===== config.mk =====
export PLATFORM = sky130hd
export DESIGN_NAME = mult_seq
export DESIGN_NICKNAME = d
export VERILOG_FILES = /design/src/rtl/mult_seq.sv
export SDC_FILE = /design/constraint.sdc
export NUM_CORES = 1
export LEC_CHECK = 0
export ABC_AREA = 0
export BUFFER_PORTS_ARGS = -buffer_cell sky130_fd_sc_hd__buf_2
export CAP_MARGIN = 20
export CELL_PAD_IN_SITES_DETAIL_PLACEMENT = 1
export CELL_PAD_IN_SITES_GLOBAL_PLACEMENT = 1
export CORE_MARGIN = 2
export CORE_UTILIZATION = 49
export DETAILED_ROUTE_END_ITERATION = 12
export PLACE_DENSITY = 0.85
export SETUP_SLACK_MARGIN = 0.2
export SLEW_MARGIN = 10
export SYNTH_ARGS = -nofsm -noshare
export SYNTH_HDL_FRONTEND = slang
export SYNTH_SLANG_ARGS = --single-unit

===== constraint.sdc =====
create_clock -name clk -period 9.4 [get_ports clk]
set_clock_uncertainty 0.05 [all_clocks]
set_input_delay 1.41 -clock clk [delete_from_list [all_inputs] [get_ports clk]]
set_output_delay 1.41 -clock clk [all_outputs]
set_load 0.01 [all_outputs]

===== src/rtl/mult_seq.sv =====
// Iterative shift-add multiplier for MULT/MULTU: retires STEP multiplier bits per
// cycle on operand magnitudes, then applies the sign once in the final cycle.
module mult_seq #(
  parameter int WIDTH = 32,
  parameter int STEP  = 1
) (
  input  logic                 clk,
  input  logic                 reset,
  input  logic                 start,
  input  logic                 sign,
  input  logic                 cancel,
  input  logic [WIDTH-1:0]     a,
  input  logic [WIDTH-1:0]     b,
  output logic                 busy,
  output logic                 done,
  output logic [2*WIDTH-1:0]   z
);

  localparam int N  = WIDTH / STEP;
  localparam int CW = (N > 1) ? $clog2(N) : 1;
  localparam int ZW = 2 * WIDTH;
  localparam logic [CW-1:0] LAST = CW'(N - 1);

  generate
    if ((WIDTH % STEP) != 0) begin : g_step_check
      $error("mult_seq: STEP must divide WIDTH");
    end
  endgenerate

  typedef enum logic [1:0] {IDLE, CALC, FIN} state_t;

  state_t            state_reg;
  logic              busy_reg;
  logic              done_reg;
  logic [ZW-1:0]     z_reg;
  logic [ZW-1:0]     acc_reg;
  logic [ZW-1:0]     mcand_reg;
  logic [WIDTH-1:0]  mplier_reg;
  logic [CW-1:0]     count_reg;
  logic              neg_reg;

  logic [WIDTH-1:0]  a_mag;
  logic [WIDTH-1:0]  b_mag;
  logic [ZW-1:0]     pp_term [STEP];
  logic [ZW-1:0]     pp_sum;

  // The most negative input negates to itself, which is the correct unsigned magnitude.
  assign a_mag = (sign && a[WIDTH-1]) ? (~a + WIDTH'(1)) : a;
  assign b_mag = (sign && b[WIDTH-1]) ? (~b + WIDTH'(1)) : b;

  // The multiplicand register is pre-shifted each cycle, so each digit bit only
  // needs a fixed offset within the current STEP-wide window.
  generate
    for (genvar gi = 0; gi < STEP; gi++) begin : g_pp
      assign pp_term[gi] = mplier_reg[gi] ? (mcand_reg << gi) : '0;
    end
  endgenerate

  always_comb begin
    pp_sum = '0;
    for (int i = 0; i < STEP; i++) begin
      pp_sum = pp_sum + pp_term[i];
    end
  end

  always_ff @(posedge clk) begin
    if (!reset) begin
      state_reg  <= IDLE;
      busy_reg   <= 1'b0;
      done_reg   <= 1'b0;
      z_reg      <= '0;
      acc_reg    <= '0;
      mcand_reg  <= '0;
      mplier_reg <= '0;
      count_reg  <= '0;
      neg_reg    <= 1'b0;
    end else begin
      done_reg <= 1'b0;
      case (state_reg)
        IDLE: begin
          if (start && !cancel) begin
            mcand_reg  <= {{WIDTH{1'b0}}, a_mag};
            mplier_reg <= b_mag;
            neg_reg    <= sign & (a[WIDTH-1] ^ b[WIDTH-1]);
            acc_reg    <= '0;
            count_reg  <= '0;
            state_reg  <= CALC;
            busy_reg   <= 1'b1;
          end
        end
        CALC: begin
          if (cancel) begin
            state_reg <= IDLE;
            busy_reg  <= 1'b0;
          end else begin
            acc_reg    <= acc_reg + pp_sum;
            mcand_reg  <= mcand_reg << STEP;
            mplier_reg <= mplier_reg >> STEP;
            count_reg  <= count_reg + CW'(1);
            if (count_reg == LAST) begin
              state_reg <= FIN;
            end
          end
        end
        FIN: begin
          state_reg <= IDLE;
          busy_reg  <= 1'b0;
          if (!cancel) begin
            z_reg    <= neg_reg ? (ZW'(0) - acc_reg) : acc_reg;
            done_reg <= 1'b1;
          end
        end
        default: begin
          state_reg <= IDLE;
          busy_reg  <= 1'b0;
        end
      endcase
    end
  end

  assign busy = busy_reg;
  assign done = done_reg;
  assign z    = z_reg;

endmodule


==> results of run 1 <==
-- worst max-delay path: stages (launching register included) --
cell,delay [ns]
dfxtp_1,0.75
and2_1,0.24
ha_1,0.19
inv_1,0.06
fa_1,0.39
nor2b_1,0.20
o21a_1,0.15
o21ai_0,0.18
a21oi_1,0.20
a31oi_1,0.21
o21ai_0,0.53
a41oi_1,0.33
o31a_1,0.45
o41ai_1,0.49
xnor2_1,0.17
o21ai_0,0.08
-- per-stage QoR --
step	std cells	util	setup WS, ns	power, mW	hold slack, ns
final	2475	0.547	4.59	2.25	0.420
after global routing	2475	0.547	4.25	2.33	0.442
after CTS	2475	0.547	4.65	2.27	0.425
after detailed placement	2431	0.521	4.68	1.27	0.416
after global placement	2431	0.521	4.87	1.26	0.399
after floorplan	2021	-	5.21	1.20	0.376
-- cell usage in the layout, fill, tap and decap left out, types with 11 or more instances in the layout --
cell       count
inv_1         30
o31ai_1       25
or4_1         12
a22oi_1       11
o21bai_1      11
nand3_1       72
o211a_1       56
buf_4         16
nor3_1        25
o211ai_1      18
nand4_1       22
nor4_1        18
nor2_1       113
buf_2        133
a21o_1        33
xor2_1        99
clkbuf_16     29
and3_1        12
o21ai_0      134
ha_1          68
a21boi_0      57
a21oi_1      168
dfxtp_1      233
or3_1         31
a211oi_1      51
xnor2_1       75
nand2_1      250
nor2b_1       71
and2_1        90
-- worst max-delay path by stage --
stage | from | end | slack, ns | cells past startpoint
floorplan | acc_reg[18] | z[60] | 5.21 | 11
global placement | mplier_reg[0] | acc_reg[60] | 4.87 | 15
detailed placement | mplier_reg[0] | acc_reg[60] | 4.68 | 15
CTS | mplier_reg[0] | acc_reg[60] | 4.65 | 15
global route | mplier_reg[0] | acc_reg[60] | 4.25 | 15
finish | mplier_reg[0] | acc_reg[62] | 4.59 | 15
-- final cells by class --
cell class,count,area [µm²]
fillers,3940,14200
multi-input cells,1616,10300
flip-flops and latches,234,4690
clock buffers,39,803
repair buffers,149,786
well taps,402,503
inverters,30,113
clock inverters,5,25.0
-- power by group through the flow --
stage | Combinational [mW] | Sequential, mW | Clock (mW)
6_report | 0.215 | 1.03 | 1.01
5_1_grt | 0.240 | 1.03 | 1.06
4_1_cts | 0.216 | 1.03 | 1.02
3_5_place_dp | 0.214 | 1.05 | 0
3_3_place_gp | 0.206 | 1.05 | 0
2_1_floorplan | 0.151 | 1.04 | 0
-- metal layers --
layer	GRT usage	wire, µm
met4	0.0510	732
met2	0.436	20400
met1	0.403	23100
met3	0.0357	2380
met5	0	16
-- kinds of logic (layout without fill, tap and decap cells) --
family / count (synthesis) / count (layout)
compound gates: 617 / 617
xor+xnor: 174 / 174
fa+ha+maj: 69 / 69
buf+inv: 171 / 223
flops: 234 / 234
mux: 2 / 2
simple gates: 754 / 754
==> metrics.txt, run 1 <==
Die Area 0.0332 mm²; initial antenna violation count 1; count of final setup violators 0; Worst EP required between 9 and 10 ns; synth cell count leaders nand2_1, dfxtp_1, a21oi_1; ratio of final minimum period to clock period 0.512; pins over their slew limit 0; Post-synth EDFFs 0; Post-Synth Adder-Cell Area 0.0560; GP Congestion roughly 0.9; Yosys top cell area share 0.301; area grow syn2layout 10.3%; # hold bufs at CTS 0; cell-internal power 1.67 mW; num rows 65; sequential area share after synthesis 0.301; RR Startpoint mplier_reg[0]; synthesized area 0.0156 mm²; post_cts resized 0; ant diodes 0; most frequent cell after synthesis nand2_1; Static Leak about 7.7 nW; Tmin final 4.81 ns; critical path type flip-flop to flip-flop; combinational family with the most area after synthesis compound AO/OA/AOI/OAI gates; first-pass GRT wire length 76100 µm; die width 182 µm; DRT iter0 DRCs 829; async set-reset flop share out of synthesis 0; gr usage total 0.276; max-cap viol count 0; Antenna Nets Post-Route 0; clk buf depth 3; Crit Path Max Fanout 32; XOR/XNOR Fraction of Synth Area 0.0979; number of port buffers 134; largest net degree at the start of global routing 108; setup_tns 0 ns; HP Start mplier_reg[3]; gr ovfl total 0; syn nets 2159; proportion of synthesized area in mux cells 0.00129; drt via density roughly 6; core box area 0.0314 mm²; Clk Latency, worst-skew pair approximately 0.55 ns; switching share of power 0.257; Comb power frac 0.095; first-pass iteration count of the detailed router 6; clock power share 0.446; Min-Delay Path Depth 2; pwr dens 131 mW/mm²; sequential share of power 0.458; cells on worst reg2reg path 15; VDD IR max roughly 0.00012 V; status finished clean; H-tree Lvls 1; final hold violation count 0; wire length per cell between 15 and 20 µm; Synth area leader dfxtp_1; Seq cells post-synth 234; starting density of the core 0.496; CTS Buf Count 28; routed via count 14900; number of global-route vias before repair 14600; Synth Flop Type dfxtp_1; Gate Count Post-Synth 2021; Final Cell Area 0.0172 mm²; Post-DP Area 0.0163 mm²; Die Y-Extent 182 µm; Synth Area in Compound Gates 0.261; ratio of cells with drive above 1 in the final layout 0.103; Crit Reg-Reg Endpoint acc_reg[62]; clock-pin transition on the worst setup and hold timing paths 0.06 ns; Worst Hold Class flip-flop to flip-flop; nets 2197; Max transition margin 0.283; reg-to-reg slack, setup 4.59 ns; Synth Area in Simple Gates 0.241; drc violations 0; CTS tree yes; Clock Sinks 234; Slew @ Worst Pin roughly 1.0 ns; # Post-CTS Setup Buffers 0; Hold Crit Endpoint mplier_reg[3]; post-DP HPWL 34500 µm; yosys synthesis warning count 0; io pins 135; crit end category flip-flop; RSZ-0062 raised after global routing false; syn avg cell area 7.70 µm²; post-synthesis cell type count 62; Psw 0.579 mW; final WL 46700 µm; critical path startpoint category flip-flop; CTS Root Cell clkbuf_16; WP data arrival 5.18 ns; synth top area cells dfxtp_1, nand2_1, xor2_1; maximum clock frequency 208 MHz
(Power assumes the default switching activity.)
==> inputs of run 2 (changes only) <==
--- a/config.mk
+++ b/config.mk
@@ -11,9 +11,9 @@
 export CELL_PAD_IN_SITES_DETAIL_PLACEMENT = 1
 export CELL_PAD_IN_SITES_GLOBAL_PLACEMENT = 1
 export CORE_MARGIN = 2
-export CORE_UTILIZATION = 49
+export CORE_UTILIZATION = 41
 export DETAILED_ROUTE_END_ITERATION = 12
-export PLACE_DENSITY = 0.85
+export PLACE_DENSITY = 0.76
 export SETUP_SLACK_MARGIN = 0.2
 export SLEW_MARGIN = 10
 export SYNTH_ARGS = -nofsm -noshare
==> constraint.sdc (replaced) <==
create_clock -name clk -period 4.39 [get_ports clk]
set_clock_uncertainty 0.05 [all_clocks]
set_input_delay 0.6585 -clock clk [delete_from_list [all_inputs] [get_ports clk]]
set_output_delay 0.6585 -clock clk [all_outputs]
set_load 0.01 [all_outputs]
==> run 2 against run 1 <==
Effect of this change: clock power increased by 140%; utilization down 7.2 points; maximum frequency increased by 15%; worst setup slack worse by 4.4 ns; die area up 19%; hold slack lost 0.034 ns; critical endpoint is now z[60].
==> metrics.txt, run 2 (synthesized netlist as in run 1, its figures left out) <==
Min Hold Slack 0.386 ns (-0.0343 ns); RSZ-0062 raised after global routing true; gr ovfl total 0 (unchanged); final hold violation count 0 (unchanged); Min-Delay Path Depth 3 (+1); Slew @ Worst Pin 1.05 ns (+0.00471 ns); pins over their slew limit 0 (unchanged); CTS tree yes; core box area 0.0375 mm² (+19%); VDD IR max 0.000243 V (+95%); wire length per cell 18.6 µm (-1.3%); number of global-route vias before repair 14600 (-0.062%); initial antenna violation count 0 (-1); io pins 135 (unchanged); CTS Buf Count 28 (unchanged); Worst Hold Class input pin to flip-flop; Crit Path Max Fanout 4 (-88%); post-DP HPWL 36600 µm (+5.9%); critical path startpoint category flip-flop; Antenna Nets Post-Route 0 (unchanged); setup_tns 0 ns (unchanged); HP Start b[31]; count of final setup violators 0 (unchanged); Fill cells 4658 (+18%); number of port buffers 134 (unchanged); final WL 48900 µm (+4.7%); RR Startpoint acc_reg[6]; CTS Root Cell clkbuf_16; drt via density 5.66 (-5.7%); max-cap viol count 0 (unchanged); first-pass iteration count of the detailed router 5 (-1); commonest non-fill, non-tap cells in the layout nand2_1, dfxtp_1, a21oi_1; Die Y-Extent 199 µm (+9.1%); cells on worst reg2reg path 11 (-4); die width 199 µm (+9.1%); clk buf depth 3 (unchanged); H-tree Lvls 1 (unchanged); reg-to-reg slack, setup 0.21 ns (-4.38 ns); most common cell after layout, fill and taps aside nand2_1; Post-DP Area 0.0167 mm² (+2.5%); Final Cell Area 0.0178 mm² (+3.8%); critical path type flip-flop to flip-flop; WP data arrival 4.59 ns (-0.59 ns); Non-Filler Instances 2625 (+6.1%); Crit Reg-Reg Endpoint z[60]; area grow syn2layout 14.5%; Design Power 5.16 mW (+130%); clock-pin transition on the worst setup and hold timing paths 0.06 ns (about the same); ratio of final minimum period to clock period 0.952 (+0.440); Multi-input gate area 0.0103 mm² (+0.62%); Worst EP required 4.80 ns (-4.96 ns); ratio of cells with drive above 1 in the final layout 0.127 (+0.0235); Clock Sinks 234 (unchanged); first-pass GRT wire length 79100 µm (+3.9%); crit path launch acc_reg[6]; routed via count 14800 (-0.020%); crit end category flip-flop; nets 2232 (+1.6%); # hold bufs at CTS 0 (unchanged); num rows 71 (+9.2%); Max transition margin 0.298 (+0.0149); gr usage total 0.246 (-0.0295); ant diodes 0 (unchanged); drc violations 0 (unchanged); Tmin final 4.18 ns (-0.633 ns); Cells after DPL 2574 (+5.9%); GP Congestion 0.913 (-0.80%); FF/Latch Area 0.00469 mm² (about the same); Static Leak 7.98 nW (+3.3%); largest net degree at the start of global routing 125 (+16%); # Post-CTS Setup Buffers 0 (unchanged); Clk Latency, worst-skew pair 0.57 ns (+0.02 ns); Hold Crit Endpoint mplier_reg[31]; Die Area 0.0395 mm² (+19%); DRT iter0 DRCs 815 (-1.7%); starting density of the core 0.415 (-0.0806); maximum clock frequency 239 MHz (+15%); pwr dens 289 mW/mm² (+120%); status finished clean
run 2: changes by cell type in the layout (fill, tap and decap cells not counted), sizes merged:
cell	delta
buf	+35
bufinv	+4
clkbuf	-2
clkinvlp	+2
inv	+2
run 2: critical path, cell delays in order (launching register included):
cell	delay, ns
dfxtp_1	0.31
or4_4	0.55
or4_4	0.46
or4_4	0.45
or3_4	0.36
or3_4	0.38
or4_4	0.50
or4b_4	0.53
o21ai_4	0.15
xor2_1	0.15
nand2_1	0.06
o211a_1	0.15
run 2: per-stage QoR:
stage	setup WS [ns]	util
floorplan	0.203	-
global placement	0.0947	0.447
detailed placement	0.0532	0.447
CTS	0.173	0.473
global route	0.0927	0.475
finish	0.210	0.475
run 2: worst max path at each step:
| stage | end | cells after the start |
|---|---|---|
| floorplan | z[60] | 11 |
| global placement | z[60] | 11 |
| detailed placement | z[60] | 11 |
| CTS | z[63] | 10 |
| global route | z[60] | 11 |
| finish | z[60] | 11 |
run 2: layout make-up:
class | instances | share of cell area
multi-input cells | 1616 | 0.579
flip-flops and latches | 234 | 0.263
repair buffers | 184 | 0.0609
clock buffers | 37 | 0.0440
well taps | 511 | 0.0359
clock inverters | 13 | 0.0106
inverters | 30 | 0.00632
run 2: where the power goes:
group / switching, mW / leakage (nW) / internal (mW) / total [mW]
logic: 0.307 / 5.61 / 0.174 / 0.481
clock network: 0.975 / 0.474 / 1.49 / 2.47
registers: 0.0409 / 1.89 / 2.17 / 2.21
total: 1.32 / 7.98 / 3.83 / 5.16
run 2: repair_timing:
action,4_1_cts,5_1_grt
gates resized for setup,6,11
setup endpoints to repair,13,17
pin swaps,3,1
run 2: per-layer routing:
metal	GRT usage	wire length, µm	vias up
li1	-	-	7331
met3	0.0287	2160	68
met4	0.0547	980	0
met5	0	0	-
met2	0.375	20700	293
met1	0.369	25000	7156
==> inputs of run 3 (changes only) <==
--- a/config.mk
+++ b/config.mk
@@ -10,6 +10,7 @@
 export CAP_MARGIN = 20
 export CELL_PAD_IN_SITES_DETAIL_PLACEMENT = 1
 export CELL_PAD_IN_SITES_GLOBAL_PLACEMENT = 1
+export CORE_ASPECT_RATIO = 1.2
 export CORE_MARGIN = 2
 export CORE_UTILIZATION = 41
 export DETAILED_ROUTE_END_ITERATION = 12
==> run 3 against run 2 <==
Effect of this change: critical path depth unchanged; via count about the same; clock-buffer cell count decreased by 6; register-to-register slack improved by 0.05 ns; largest power group unchanged.
==> metrics.txt, run 3 (synthesized netlist as in run 1, its figures left out) <==
WP data arrival 4.52 ns (-0.07 ns); area grow syn2layout 13.4%; Setup crit end z[60]; Tmin final 4.13 ns (-0.0536 ns); reg-to-reg slack, setup 0.26 ns (+0.05 ns); Min-Delay Path Depth 3 (unchanged); clk buf depth 3 (unchanged); setup_tns 0 ns (unchanged); # hold bufs at CTS 0 (unchanged); critical path type flip-flop to flip-flop; Worst Hold Class input pin to flip-flop; most common cell after layout, fill and taps aside nand2_1; max-cap viol count 0 (unchanged); Static Leak 7.90 nW (-0.91%); clock-pin transition on the worst setup and hold timing paths 0.07 ns (about the same); first-pass GRT wire length 77500 µm (-2.0%); CTS Root Cell clkbuf_16; ant diodes 0 (unchanged); starting density of the core 0.414 (-0.000940); io pins 135 (unchanged); HP Start b[31]; Non-Filler Instances 2585 (-1.5%); Min Hold Slack 0.369 ns (-0.0161 ns); ratio of final minimum period to clock period 0.940 (-0.0122); Clock Sinks 234 (unchanged); Die Area 0.0395 mm² (about the same); nets 2226 (-0.27%); core box area 0.0376 mm² (+0.23%); number of global-route vias before repair 15000 (+2.8%); H-tree Lvls 1 (unchanged); largest net degree at the start of global routing 156 (+25%); final WL 47400 µm (-3.0%); gr usage total 0.236 (-0.00998); Max transition margin 0.450 (+0.152); final hold violation count 0 (unchanged); maximum clock frequency 242 MHz (+1.3%); RR Startpoint acc_reg[6]; post-DP HPWL 35400 µm (-3.3%); Crit Reg-Reg Endpoint z[60]; Slew @ Worst Pin 0.823 ns (-0.231 ns); Antenna Nets Post-Route 0 (unchanged); GP Congestion 0.883 (-3.3%); pwr dens 284 mW/mm² (-1.9%); Die Y-Extent 217 µm (+9.4%); cells on worst reg2reg path 11 (unchanged); num rows 78 (+9.9%); CTS tree yes; first-pass iteration count of the detailed router 5 (unchanged); initial antenna violation count 2 (+2); number of port buffers 134 (unchanged); wire length per cell 18.3 µm (-1.5%); Cells after DPL 2536 (-1.5%); VDD IR max 0.000271 V (+12%); status finished clean; Design Power 5.01 mW (-2.8%); die width 182 µm (-8.5%); Crit Path Max Fanout 3 (-1); count of final setup violators 0 (unchanged); RSZ-0062 raised after global routing true; drt via density 5.74 (+1.5%); gr ovfl total 0 (unchanged); ratio of cells with drive above 1 in the final layout 0.123 (-0.00421); DRT iter0 DRCs 712 (-13%); crit path launch acc_reg[6]; drc violations 0 (unchanged); Clk Latency, worst-skew pair 0.56 ns (about the same); pins over their slew limit 0 (unchanged); commonest non-fill, non-tap cells in the layout nand2_1, dfxtp_1, a21oi_1; crit end category flip-flop; routed via count 14800 (-0.081%); Worst EP required 4.78 ns (-0.02 ns); CTS Buf Count 27 (-3.6%); critical path startpoint category flip-flop
[run 3: worst max-delay path, cell delays in order, from the launching register on]
cell and delay, ns:
dfxtp_1 0.32, or4_4 0.54, or4_4 0.46, or4_4 0.44, or3_4 0.35, or3_4 0.36
or4_4 0.44, or4b_4 0.52, o21ai_2 0.14, xor2_1 0.15, nand2_1 0.07, o211a_1 0.16
[run 3: power breakdown]
group          switching, mW  internal [mW]
sequential            0.0412           2.17
combinational          0.302          0.174
clock                  0.962           1.36
[run 3: worst min-delay path by stage]
stage,to
after floorplan,mplier_reg[31]
after global placement,busy
after detailed placement,busy
after CTS,mplier_reg[31]
after global routing,busy
final,mplier_reg[31]
[run 3: final cells by class]
| cell class | count | area, µm² |
|---|---|---|
| fillers | 4596 | 19900 |
| multi-input cells | 1616 | 10300 |
| flip-flops and latches | 234 | 4690 |
| repair buffers | 179 | 1060 |
| clock buffers | 31 | 691 |
| well taps | 480 | 601 |
| clock inverters | 15 | 193 |
| inverters | 30 | 113 |
[run 3: routing by layer]
layer	share of wire	track usage	up-vias	routed length, µm
li1	-	-	7310	-
met5	0	0	-	0
met4	0.023	0.0664	0	1090
met1	0.45	0.303	7190	21500
met2	0.48	0.420	276	23000
met3	0.039	0.0240	60	1840
[run 3: timing repair]
action,CTS,global route
gates resized for setup,7,7
pin swaps,4,3
setup endpoints to repair,10,14
buffers inserted,3,0
[run 3: stage by stage]
step | worst slack (ns) | cell area (µm²) | utilization
after floorplan | 0.203 | 15600 | -
after global placement | 0.0598 | 16700 | 0.444
after detailed placement | 0.000388 | 16700 | 0.444
after CTS | 0.138 | 17600 | 0.469
after global routing | 0.180 | 17700 | 0.470
final | 0.264 | 17700 | 0.470
